--- config.mk ---
export PLATFORM = sky130hd
export DESIGN_NAME = result_collector_flat
export DESIGN_NICKNAME = d
export VERILOG_FILES = /design/src/rtl/result_collector_if.sv /design/src/rtl/result_collector.sv /design/src/flat_wrapper.sv
export SDC_FILE = /design/constraint.sdc
export NUM_CORES = 1
export LEC_CHECK = 0
export ABC_CLOCK_PERIOD_IN_PS = 1700
export CAP_MARGIN = 5
export CORE_MARGIN = 3
export CORE_UTILIZATION = 58
export CTS_BUF_LIST = sky130_fd_sc_hd__clkbuf_8
export DETAILED_ROUTE_END_ITERATION = 10
export DONT_BUFFER_PORTS = 1
export PLACE_DENSITY = 0.76
export SLEW_MARGIN = 20
export SYNTH_ARGS = -nofsm -noshare
export SYNTH_HDL_FRONTEND = slang
export SYNTH_SLANG_ARGS = --single-unit
--- constraint.sdc ---
create_clock -name clk -period 1.7 [get_ports clk]
set_clock_uncertainty 0.1 [all_clocks]
set_input_delay 0.17 -clock clk [delete_from_list [all_inputs] [get_ports clk]]
set_output_delay 0.17 -clock clk [all_outputs]
set_load 0.1 [all_outputs]
--- src/rtl/result_collector_if.sv ---
// Bundle of the mode, unit-result and writeback handshake signals around result_collector.
// The collector connects through the slave modport; the launching/consuming side uses master.
interface result_collector_if #(
  parameter int DATA_W = 4
) ();
  logic                  start;
  logic                  from_mul;
  logic                  from_div;
  logic                  from_sqr;
  logic                  alu_valid;
  logic [DATA_W:0]       alu_result;
  logic                  mul_valid;
  logic [2*DATA_W-1:0]   mul_result;
  logic                  div_valid;
  logic [DATA_W-1:0]     div_quot;
  logic [DATA_W-1:0]     div_rem;
  logic                  div_dbz;
  logic                  sqr_valid;
  logic [DATA_W-1:0]     sqr_root;
  logic [DATA_W-1:0]     sqr_rem;
  logic                  res_ready;
  logic                  res_valid;
  logic [2*DATA_W-1:0]   result;
  logic [DATA_W-1:0]     aux;
  logic [1:0]            src;
  logic                  err_dbz;
  logic                  err_mode;
  logic                  err_timeout;
  logic                  busy;

  modport slave (
    input  start, from_mul, from_div, from_sqr,
    input  alu_valid, alu_result, mul_valid, mul_result,
    input  div_valid, div_quot, div_rem, div_dbz,
    input  sqr_valid, sqr_root, sqr_rem, res_ready,
    output res_valid, result, aux, src, err_dbz, err_mode, err_timeout, busy
  );

  modport master (
    output start, from_mul, from_div, from_sqr,
    output alu_valid, alu_result, mul_valid, mul_result,
    output div_valid, div_quot, div_rem, div_dbz,
    output sqr_valid, sqr_root, sqr_rem, res_ready,
    input  res_valid, result, aux, src, err_dbz, err_mode, err_timeout, busy
  );
endinterface

--- src/rtl/result_collector.sv ---
// Collects the result of the unit selected by the mode bits, normalises it and offers it downstream.
// Optional WAIT-state timeout is built when RESULT_TIMEOUT_EN is defined.
module result_collector #(
  parameter int DATA_W         = 4,
  parameter int TIMEOUT_CYCLES = 64,
  parameter int CNT_W          = 7
) (
  input  logic               clk,
  input  logic               rst,
  result_collector_if.slave  bus,
  output logic [1:0]         o_dbg_state
);
  typedef enum logic [1:0] {
    S_IDLE = 2'd0,
    S_WAIT = 2'd1,
    S_HOLD = 2'd2
  } state_t;

  state_t              r_state;
  logic                r_res_valid;
  logic [2*DATA_W-1:0] r_result;
  logic [DATA_W-1:0]   r_aux;
  logic [1:0]          r_src;
  logic                r_err_dbz;
  logic                r_err_mode;
  logic                r_busy;

  logic                w_mode_bad;
  logic [1:0]          w_mode_src;
  logic                w_unit_valid;
  logic [2*DATA_W-1:0] w_norm_result;
  logic [DATA_W-1:0]   w_norm_aux;
  logic                w_norm_dbz;

  assign w_mode_bad = (bus.from_mul & bus.from_div) | (bus.from_mul & bus.from_sqr) |
                      (bus.from_div & bus.from_sqr);
  assign w_mode_src = bus.from_mul ? 2'd1 : bus.from_div ? 2'd2 : bus.from_sqr ? 2'd3 : 2'd0;

  // Only the unit latched at start may complete the operation; other valids are stray.
  always_comb begin
    w_unit_valid  = 1'b0;
    w_norm_result = '0;
    w_norm_aux    = '0;
    w_norm_dbz    = 1'b0;
    case (r_src)
      2'd0: begin
        w_unit_valid  = bus.alu_valid;
        w_norm_result = (2*DATA_W)'(bus.alu_result);
      end
      2'd1: begin
        w_unit_valid  = bus.mul_valid;
        w_norm_result = bus.mul_result;
      end
      2'd2: begin
        w_unit_valid = bus.div_valid;
        w_norm_dbz   = bus.div_dbz;
        if (!bus.div_dbz) begin
          w_norm_result = (2*DATA_W)'(bus.div_quot);
          w_norm_aux    = bus.div_rem;
        end
      end
      default: begin
        w_unit_valid  = bus.sqr_valid;
        w_norm_result = (2*DATA_W)'(bus.sqr_root);
        w_norm_aux    = bus.sqr_rem;
      end
    endcase
  end

`ifdef RESULT_TIMEOUT_EN
  logic [CNT_W-1:0] r_cnt;
  logic             r_err_timeout;
  logic             w_timeout;
  assign w_timeout       = (r_cnt == CNT_W'(TIMEOUT_CYCLES - 1));
  assign bus.err_timeout = r_err_timeout;
`else
  logic w_unused_cfg;
  assign w_unused_cfg    = ^{TIMEOUT_CYCLES, CNT_W};
  assign bus.err_timeout = 1'b0;
`endif

  // Handshake: res_valid is held with stable result/aux/src/err_* until the cycle in which
  // res_ready is also high; that cycle transfers the result and res_valid drops the next cycle.
  always_ff @(posedge clk or posedge rst) begin
    if (rst) begin
      r_state     <= S_IDLE;
      r_res_valid <= 1'b0;
      r_result    <= '0;
      r_aux       <= '0;
      r_src       <= 2'd0;
      r_err_dbz   <= 1'b0;
      r_err_mode  <= 1'b0;
      r_busy      <= 1'b0;
`ifdef RESULT_TIMEOUT_EN
      r_cnt         <= '0;
      r_err_timeout <= 1'b0;
`endif
    end else begin
      case (r_state)
        S_IDLE: begin
          if (bus.start) begin
            r_busy <= 1'b1;
            if (w_mode_bad) begin
              r_state     <= S_HOLD;
              r_res_valid <= 1'b1;
              r_err_mode  <= 1'b1;
              r_result    <= '0;
              r_aux       <= '0;
              r_src       <= 2'd0;
            end else begin
              r_state <= S_WAIT;
              r_src   <= w_mode_src;
`ifdef RESULT_TIMEOUT_EN
              r_cnt   <= '0;
`endif
            end
          end
        end
        S_WAIT: begin
          if (w_unit_valid) begin
            r_state     <= S_HOLD;
            r_res_valid <= 1'b1;
            r_result    <= w_norm_result;
            r_aux       <= w_norm_aux;
            r_err_dbz   <= w_norm_dbz;
          end
`ifdef RESULT_TIMEOUT_EN
          else if (w_timeout) begin
            r_state       <= S_HOLD;
            r_res_valid   <= 1'b1;
            r_err_timeout <= 1'b1;
            r_result      <= '0;
            r_aux         <= '0;
          end else begin
            r_cnt <= r_cnt + 1'b1;
          end
`endif
        end
        S_HOLD: begin
          if (r_res_valid && bus.res_ready) begin
            r_state     <= S_IDLE;
            r_res_valid <= 1'b0;
            r_err_dbz   <= 1'b0;
            r_err_mode  <= 1'b0;
            r_busy      <= 1'b0;
`ifdef RESULT_TIMEOUT_EN
            r_err_timeout <= 1'b0;
`endif
          end
        end
        default: begin
          r_state     <= S_IDLE;
          r_res_valid <= 1'b0;
          r_busy      <= 1'b0;
        end
      endcase
    end
  end

  assign bus.res_valid = r_res_valid;
  assign bus.result    = r_result;
  assign bus.aux       = r_aux;
  assign bus.src       = r_src;
  assign bus.err_dbz   = r_err_dbz;
  assign bus.err_mode  = r_err_mode;
  assign bus.busy      = r_busy;
  assign o_dbg_state   = r_state;
endmodule

--- src/flat_wrapper.sv ---
// flat-port wrapper written by rule: the top's interface ports become plain ports
module result_collector_flat 
#(
  parameter int DATA_W         = 4,
  parameter int TIMEOUT_CYCLES = 64,
  parameter int CNT_W          = 7
)
  (clk, rst, o_dbg_state, bus_start, bus_from_mul, bus_from_div, bus_from_sqr, bus_alu_valid, bus_alu_result, bus_mul_valid, bus_mul_result, bus_div_valid, bus_div_quot, bus_div_rem, bus_div_dbz, bus_sqr_valid, bus_sqr_root, bus_sqr_rem, bus_res_ready, bus_res_valid, bus_result, bus_aux, bus_src, bus_err_dbz, bus_err_mode, bus_err_timeout, bus_busy);
  result_collector_if #(.DATA_W(DATA_W)) bus_i ();
  input  logic clk;
  input  logic rst;
  output logic [1:0] o_dbg_state;
  input wire logic [$bits(bus_i.start)-1:0] bus_start;
  input wire logic [$bits(bus_i.from_mul)-1:0] bus_from_mul;
  input wire logic [$bits(bus_i.from_div)-1:0] bus_from_div;
  input wire logic [$bits(bus_i.from_sqr)-1:0] bus_from_sqr;
  input wire logic [$bits(bus_i.alu_valid)-1:0] bus_alu_valid;
  input wire logic [$bits(bus_i.alu_result)-1:0] bus_alu_result;
  input wire logic [$bits(bus_i.mul_valid)-1:0] bus_mul_valid;
  input wire logic [$bits(bus_i.mul_result)-1:0] bus_mul_result;
  input wire logic [$bits(bus_i.div_valid)-1:0] bus_div_valid;
  input wire logic [$bits(bus_i.div_quot)-1:0] bus_div_quot;
  input wire logic [$bits(bus_i.div_rem)-1:0] bus_div_rem;
  input wire logic [$bits(bus_i.div_dbz)-1:0] bus_div_dbz;
  input wire logic [$bits(bus_i.sqr_valid)-1:0] bus_sqr_valid;
  input wire logic [$bits(bus_i.sqr_root)-1:0] bus_sqr_root;
  input wire logic [$bits(bus_i.sqr_rem)-1:0] bus_sqr_rem;
  input wire logic [$bits(bus_i.res_ready)-1:0] bus_res_ready;
  output wire logic [$bits(bus_i.res_valid)-1:0] bus_res_valid;
  output wire logic [$bits(bus_i.result)-1:0] bus_result;
  output wire logic [$bits(bus_i.aux)-1:0] bus_aux;
  output wire logic [$bits(bus_i.src)-1:0] bus_src;
  output wire logic [$bits(bus_i.err_dbz)-1:0] bus_err_dbz;
  output wire logic [$bits(bus_i.err_mode)-1:0] bus_err_mode;
  output wire logic [$bits(bus_i.err_timeout)-1:0] bus_err_timeout;
  output wire logic [$bits(bus_i.busy)-1:0] bus_busy;
  assign bus_i.start = bus_start;
  assign bus_i.from_mul = bus_from_mul;
  assign bus_i.from_div = bus_from_div;
  assign bus_i.from_sqr = bus_from_sqr;
  assign bus_i.alu_valid = bus_alu_valid;
  assign bus_i.alu_result = bus_alu_result;
  assign bus_i.mul_valid = bus_mul_valid;
  assign bus_i.mul_result = bus_mul_result;
  assign bus_i.div_valid = bus_div_valid;
  assign bus_i.div_quot = bus_div_quot;
  assign bus_i.div_rem = bus_div_rem;
  assign bus_i.div_dbz = bus_div_dbz;
  assign bus_i.sqr_valid = bus_sqr_valid;
  assign bus_i.sqr_root = bus_sqr_root;
  assign bus_i.sqr_rem = bus_sqr_rem;
  assign bus_i.res_ready = bus_res_ready;
  assign bus_res_valid = bus_i.res_valid;
  assign bus_result = bus_i.result;
  assign bus_aux = bus_i.aux;
  assign bus_src = bus_i.src;
  assign bus_err_dbz = bus_i.err_dbz;
  assign bus_err_mode = bus_i.err_mode;
  assign bus_err_timeout = bus_i.err_timeout;
  assign bus_busy = bus_i.busy;
  result_collector #(.DATA_W(DATA_W), .TIMEOUT_CYCLES(TIMEOUT_CYCLES), .CNT_W(CNT_W)) u_core (.clk(clk), .rst(rst), .bus(bus_i), .o_dbg_state(o_dbg_state));
endmodule
==> results by group, run 1 <==
Outcome
  – Status: complete, but fails checks
  – Failing checks: negative hold slack

Clocking
  – H-tree depth: 1
  – Clock latency on the worst-skew pair: 250 ps
  – Clk buf depth: 2
  – Clock transition at path regs: 70 ps
  – CTS Buf Count: 3
  – TritonCTS clock tree: yes
  – Clock Sinks: 20
  – Post-CTS Setup Repair Bufs: 0
  – CTS root buf: clkbuf_8

STA
  – Hold WS: -2.26 ps
  – Final Cycle Share: 0.974
  – Max-slew violations: 0
  – Fmax: between 0.6 and 0.7 GHz
  – Measured slew at the worst slew-check pin: 738 ps
  – RSZ-0062 raised after global routing: true
  – Min Tclk post-route: approximately 1700 ps
  – Final Hold Viols: 1
  – Final Setup Violations: 0
  – Final worst slack: around 44 ps
  – Rel. slew slack: 0.507

Logic synthesis
  – XOR/XNOR Fraction of Synth Area: 0.0165
  – YS warnings: 0
  – Syn_area_per_cell: 11.8 µm²
  – Synth Instances: 90
  – Syn_nets: 131
  – Synth Area in Simple Gates: 0.122
  – Largest family of logic cells by synthesized area: compound AO/OA/AOI/OAI gates
  – Sequential fraction of the synthesis area: 0.472
  – Compound-cell area share of the yosys netlist: 0.223
  – Distinct cells, synth: 27
  – Proportion of synthesized area in mux cells: 0.116
  – Netlist area before placement: approximately 1100 µm²
  – Synth Register Bits: 20
  – Synth Area in Adders: 0.00945

Worst setup path
  – CP peak stage delay: 550 ps
  – Crit path cell chain: mux4_2 -> a32oi_4 -> buf_4 -> a22o_1
  – Worst EP arrival: 1750 ps
  – CP Max Fanout: 5
  – Setup CP Type: flip-flop to flip-flop
  – Startpoint Class: flip-flop
  – R2R Setup Slk: between 40 and 50 ps
  – Critical-path top delay cell: mux4_2
  – CP Capture Type: flip-flop
  – Required @ worst endpoint: 1800 ps

Global routing
  – Met3 usage: 0.0583
  – Initial antenna violation count: 0
  – Grt ovf: 0
  – Vias in the first global route: between 900 and 1000
  – First-pass GRT wire length: 4330 µm
  – Routing usage on met1: 0.276
  – Tot GR Track Use: 0.242
  – Met2 usage: 0.430
  – Pin count of the biggest net entering global routing: 21
  – Grt peak-use layer: met2

Finish
  – Layout area overhead: 32.7%
  – Most frequent cells in the layout: buf_4, dfrtp_1
  – Layout Nets: 164
  – # diodes: 0
  – Post-Layout Cell Count: 146
  – Most common cell after layout, fill and taps aside: buf_4
  – Share of post-route cells with drive strength above 1: 0.320

Die
  – Core ar.: 1610 µm²
  – Row cnt: 14
  – Die ar.: 2380 µm²
  – Top Ports: 62
  – Die H: approximately 49 µm
  – Chip Width: 48.7 µm
  – Initial core utilization: 0.658

Job
  – Max-cap violations: 0

Route
  – Final wirelength: around 2800 µm
  – ANT nets after route: 0
  – # DRC: 0
  – DR vias/cell: 6.08
  – Average wire per cell in the routed design: 19.3 µm
  – Via count: 888
  – Iter 0 DRT Violations: 19
  – 1st-pass router iterations: 4

Place
  – HPWL after detailed placement: 1930 µm
  – Post-Place Cells: 134
  – IO Port Bufs: 0
  – RePlAce Congestion: about 0.76
  – Place WS: approximately 40 ps

Power
  – Lkg Pwr: ~0.63 nW
  – Power Density: roughly 2300 nW/µm²
  – Total power: 3.30 mW
  – Maximum VDD drop: roughly 1.9 mV

Min path
  – Worst hold path type: input port to flip-flop
where the power goes:
group	internal [mW]	switching, mW
logic	0.533	1.50
clock network	0.314	0.157
registers	0.642	0.149
total	1.49	1.81
worst max-delay path, delay by kind of cell (launching register included):
family / cells / cell delay, ps
buffers and inverters: 1 / 180
AO/OA/AOI/OAI: 2 / 350
multiplexers: 1 / 550
flip-flops: 1 / 420
cell usage after synthesis:
cell,count,area share
a21oi_1,3,0.014
a22o_1,8,0.066
a22oi_1,4,0.028
a32oi_4,1,0.026
and2_0,1,0.0059
and2_1,1,0.0059
and4b_1,1,0.0094
buf_2,2,0.0094
buf_4,1,0.0071
buf_6,1,0.011
conb_1,1,0.0035
dfrtp_1,20,0.47
inv_1,3,0.011
maj3_1,1,0.0094
mux2i_1,1,0.0094
mux4_2,5,0.11
nand2_1,8,0.028
nand4_1,1,0.0059
nor2_1,3,0.011
nor2b_1,8,0.047
o211ai_1,1,0.0071
o21ai_0,4,0.019
o2bb2ai_1,4,0.033
o31ai_1,3,0.021
o32ai_1,1,0.0083
or3b_2,1,0.0083
xnor2_1,2,0.017
worst paths after layout:
check,startpoint,endpoint,cells after the start
worst max-delay path,u_core.bus.src[0]$_DFFE_PP0P_,u_core.bus.result[5]$_DFFE_PP0P_,4
worst min register to register,u_core.bus.busy$_DFFE_PP0P_,u_core.bus.busy$_DFFE_PP0P_,2
worst min-delay path,bus_from_sqr,u_core.bus.src[1]$_DFFE_PP0P_,2
min in group asynchronous,rst,u_core.bus.aux[1]$_DFFE_PP0P_,2
worst max register to register,u_core.bus.src[0]$_DFFE_PP0P_,u_core.bus.result[5]$_DFFE_PP0P_,4
max in group asynchronous,rst,u_core.bus.src[1]$_DFFE_PP0P_,2
sequential cells by signal, summed over array words and instances, names as in the netlist:
register	flops
u_core.bus.aux	4
u_core.bus.busy	1
u_core.bus.err_dbz	1
u_core.bus.err_mode	1
u_core.bus.res_valid	1
u_core.bus.result	8
u_core.bus.src	2
u_core.o_dbg_state	2
cell type report:
cell class / instances / area (µm²)
clock buffer: 3 / 41.3
clock inverter: 1 / 30.0
fill: 83 / 205
inverter: 3 / 11.3
multi-input combinational: 63 / 519
sequential: 20 / 510
tap: 24 / 30.0
timing repair buffer: 32 / 264
metal layers:
layer | up-vias | wire [µm]
met5 | - | 0
met4 | 0 | 82
met3 | 8 | 211
met2 | 51 | 1490
met1 | 421 | 1040
li1 | 408 | -
kinds of logic after synthesis:
family	after synthesis
AO/OA/AOI/OAI	29
AND/OR/NAND/NOR	24
flip-flops	20
buffers and inverters	7
multiplexers	6
XOR/XNOR	2
adder cells (fa/ha/maj)	1
other	1
timing repair:
| action | CTS | global route |
|---|---|---|
| gates resized for setup | 0 | 1 |
| endpoints found under the hold margin | 26 | 0 |
| setup endpoints to repair | 0 | 7 |
| hold buffers | 8 | 0 |
stage by stage:
step                      TNS [ps]  hold slack (ps)  instance area [µm²]  utilization
after floorplan              -2250             33.7                 1070            -
after global placement           0              118                 1250        0.776
after detailed placement         0              122                 1250        0.776
after CTS                        0            0.670                 1400        0.870
after global routing         -13.0             13.8                 1410        0.873
final                            0            -2.26                 1410        0.873
No activity file was read; power rests on OpenSTA's default activity.
==> inputs of run 2 (changes only) <==
--- a/config.mk
+++ b/config.mk
@@ -7,7 +7,7 @@
 export LEC_CHECK = 0
 export ABC_CLOCK_PERIOD_IN_PS = 1700
 export CAP_MARGIN = 5
-export CORE_MARGIN = 3
+export CORE_MARGIN = 2
 export CORE_UTILIZATION = 58
 export CTS_BUF_LIST = sky130_fd_sc_hd__clkbuf_8
 export DETAILED_ROUTE_END_ITERATION = 10
==> run 2 against run 1 <==
  * Clock power shrank 25%
  * Count of clock-buffer cells in the layout grew 1
  * Maximum frequency barely moved
  * Die area fell by 8.0%
  * Worst hold slack improved by 5.1 ps
  * Final cell count fell by 1.4%
  * Utilization decreased by 7.6 points
  * First-iteration DRC count up 68%
  * Total power shrank 4.6%
  * The flow now finishes without violations
  * Global-route usage increased by 0.97 points
  * Non-clock buffer count shrank 3
  * Critical path type unchanged
  * Routed wire length is 9.5% lower
==> results by group, run 2 (synthesized netlist as in run 1, its figures left out) <==
Worst setup path
  – Crit. Startpoint: u_core.bus.src[0]$_DFFE_PP0P_
  – Crit Reg-Reg Endpoint: u_core.bus.aux[1]$_DFFE_PP0P_
  – CP peak stage delay: around 550 ps
  – Worst EP arrival: roughly 1700 ps
  – Register-to-Register Path Depth: 4
  – R2R Setup Slk: roughly 46 ps
  – Worst path depth: 4
  – CP Max Fanout: 14
  – Startpoint Class: flip-flop
  – Setup CP Type: flip-flop to flip-flop
  – Crit path capture: u_core.bus.aux[1]$_DFFE_PP0P_
  – CP Capture Type: flip-flop
  – Required @ worst endpoint: 1760 ps
  – Critical path buffers and inverters: 1
  – FF-to-FF Start: u_core.bus.src[0]$_DFFE_PP0P_
  – Crit path cell chain: mux4_2 -> a32oi_4 -> buf_12 -> o2bb2ai_1
  – CP top delay family: multiplexers
  – Critical-path top delay cell: mux4_2

Power
  – Maximum VDD drop: 1.53 mV
  – Lkg Pwr: 0.610 nW
  – Power Density: approximately 2300 nW/µm²

STA
  – Rel. slew slack: 0.519
  – Setup tns final: 0 ps
  – Final Setup Violations: 0
  – Final Hold Viols: 0
  – Measured slew at the worst slew-check pin: 721 ps
  – Final worst slack: about 46 ps
  – Fmax: 0.604 GHz
  – Min Tclk post-route: between 1500 and 2000 ps
  – Final Cycle Share: 0.973
  – Max-slew violations: 0
  – RSZ-0062 raised after global routing: false

Finish
  – Largest register FFs: 8
  – Layout area overhead: 29.8%
  – Most common cell after layout, fill and taps aside: buf_4
  – Layout fillers: 111
  – Final Core Density: 0.796
  – Layout Nets: 161
  – # diodes: 0
  – Share of post-route cells with drive strength above 1: 0.311
  – Most frequent cells in the layout: buf_4, dfrtp_1, nor2b_1, nand2_1, a22o_1

Min path
  – Worst hold path type: input port to flip-flop

Place
  – IO Port Bufs: 0
  – HPWL after detailed placement: about 1900 µm
  – Place WS: 52.2 ps
  – RePlAce Congestion: 0.750

Die
  – Top Ports: 62
  – Die ar.: 2190 µm²
  – Chip Width: about 47 µm
  – Row cnt: 15
  – Initial core utilization: 0.614
  – Die H: 46.7 µm
  – Core ar.: 1730 µm²

Clocking
  – Clk buf depth: 2
  – CTS Buf Count: 3
  – Clock transition at path regs: about 70 ps
  – CTS root buf: clkbuf_8
  – Post-CTS Setup Repair Bufs: 0
  – TritonCTS clock tree: yes
  – H-tree depth: 1
  – Clock latency on the worst-skew pair: 250 ps
  – Clock Sinks: 20

Job
  – Max-cap violations: 0

Route
  – 1st-pass router iterations: 4
  – Via count: 877
  – Average wire per cell in the routed design: 17.7 µm
  – ANT nets after route: 0
  – # DRC: 0
  – Final wirelength: 2550 µm
  – Iter 0 DRT Violations: 32
  – DR vias/cell: 6.09

Global routing
  – Tot GR Track Use: 0.252
  – Grt ovf: 0
  – Vias in the first global route: 866
  – Pin count of the biggest net entering global routing: 21
  – First-pass GRT wire length: around 3900 µm
  – Initial antenna violation count: 0

Outcome
  – Status: completed
-- run 2: cell count changes in the layout (fill, tap and decap cells not counted) --
cell,before,now
buf_6,1,0
clkbuf_8,3,4
bufinv_16,1,0
buf_4,23,21
dlygate4sd3_1,8,7
buf_12,0,1
-- run 2: timing repair --
action / in CTS / in global routing
gates resized for setup: 0 / 0
hold buffers: 7 / 0
hold endpoints to repair: 26 / 0
-- run 2: worst register-to-register path, delay by kind of cell (launching register included) --
| family | cells | cell delay (ps) |
|---|---|---|
| AO/OA/AOI/OAI | 2 | 340 |
| flip-flops | 1 | 410 |
| buffers and inverters | 1 | 170 |
| multiplexers | 1 | 550 |
-- run 2: how the worst min path moves through the flow --
stage	startpoint	endpoint	slack (ps)	cells past startpoint
floorplan	rst	u_core.bus.aux[0]$_DFFE_PP0P_	30	1
global placement	rst	u_core.bus.result[7]$_DFFE_PP0P_	110	1
detailed placement	rst	u_core.bus.result[6]$_DFFE_PP0P_	130	1
CTS	bus_from_sqr	u_core.bus.src[1]$_DFFE_PP0P_	4	2
global route	bus_from_sqr	u_core.bus.src[1]$_DFFE_PP0P_	10	2
finish	bus_from_sqr	u_core.bus.src[1]$_DFFE_PP0P_	3	2
-- run 2: stage by stage --
step                hold WS (ps)  cells  cell area (µm²)  power, mW
global placement             110    133             1250       2.75
global route                10.1    144             1380       3.29
detailed placement           126    133             1250       2.79
floorplan                   33.7     90             1070       2.40
CTS                         4.31    144             1380       3.15
finish                      2.81    144             1380       3.14
-- run 2: final cells by class --
type / instances / area (µm²) / share of cell area
Clock buffer: 4 / 55.1 / 0.0400
Timing Repair Buffer: 29 / 248 / 0.180
Inverter: 3 / 11.3 / 0.00819
Multi-Input combinational cell: 63 / 519 / 0.378
Sequential cell: 20 / 510 / 0.371
Tap cell: 25 / 31.3 / 0.0227
-- run 2: routing by layer --
| layer | track usage | part of all wire | wire length (µm) | vias to the layer above |
|---|---|---|---|---|
| met5 | 0 | 0 | 0 | - |
| met4 | 0.0167 | 0.0043 | 11 | 0 |
| met3 | 0.0538 | 0.068 | 174 | 6 |
| met2 | 0.486 | 0.54 | 1380 | 43 |
| met1 | 0.300 | 0.39 | 986 | 430 |
| li1 | - | - | - | 398 |
-- run 2: report_power, final --
| group | internal [mW] | switching, mW | total, mW |
|---|---|---|---|
| logic | 0.523 | 1.49 | 2.01 |
| clock network | 0.205 | 0.146 | 0.352 |
| registers | 0.642 | 0.136 | 0.778 |
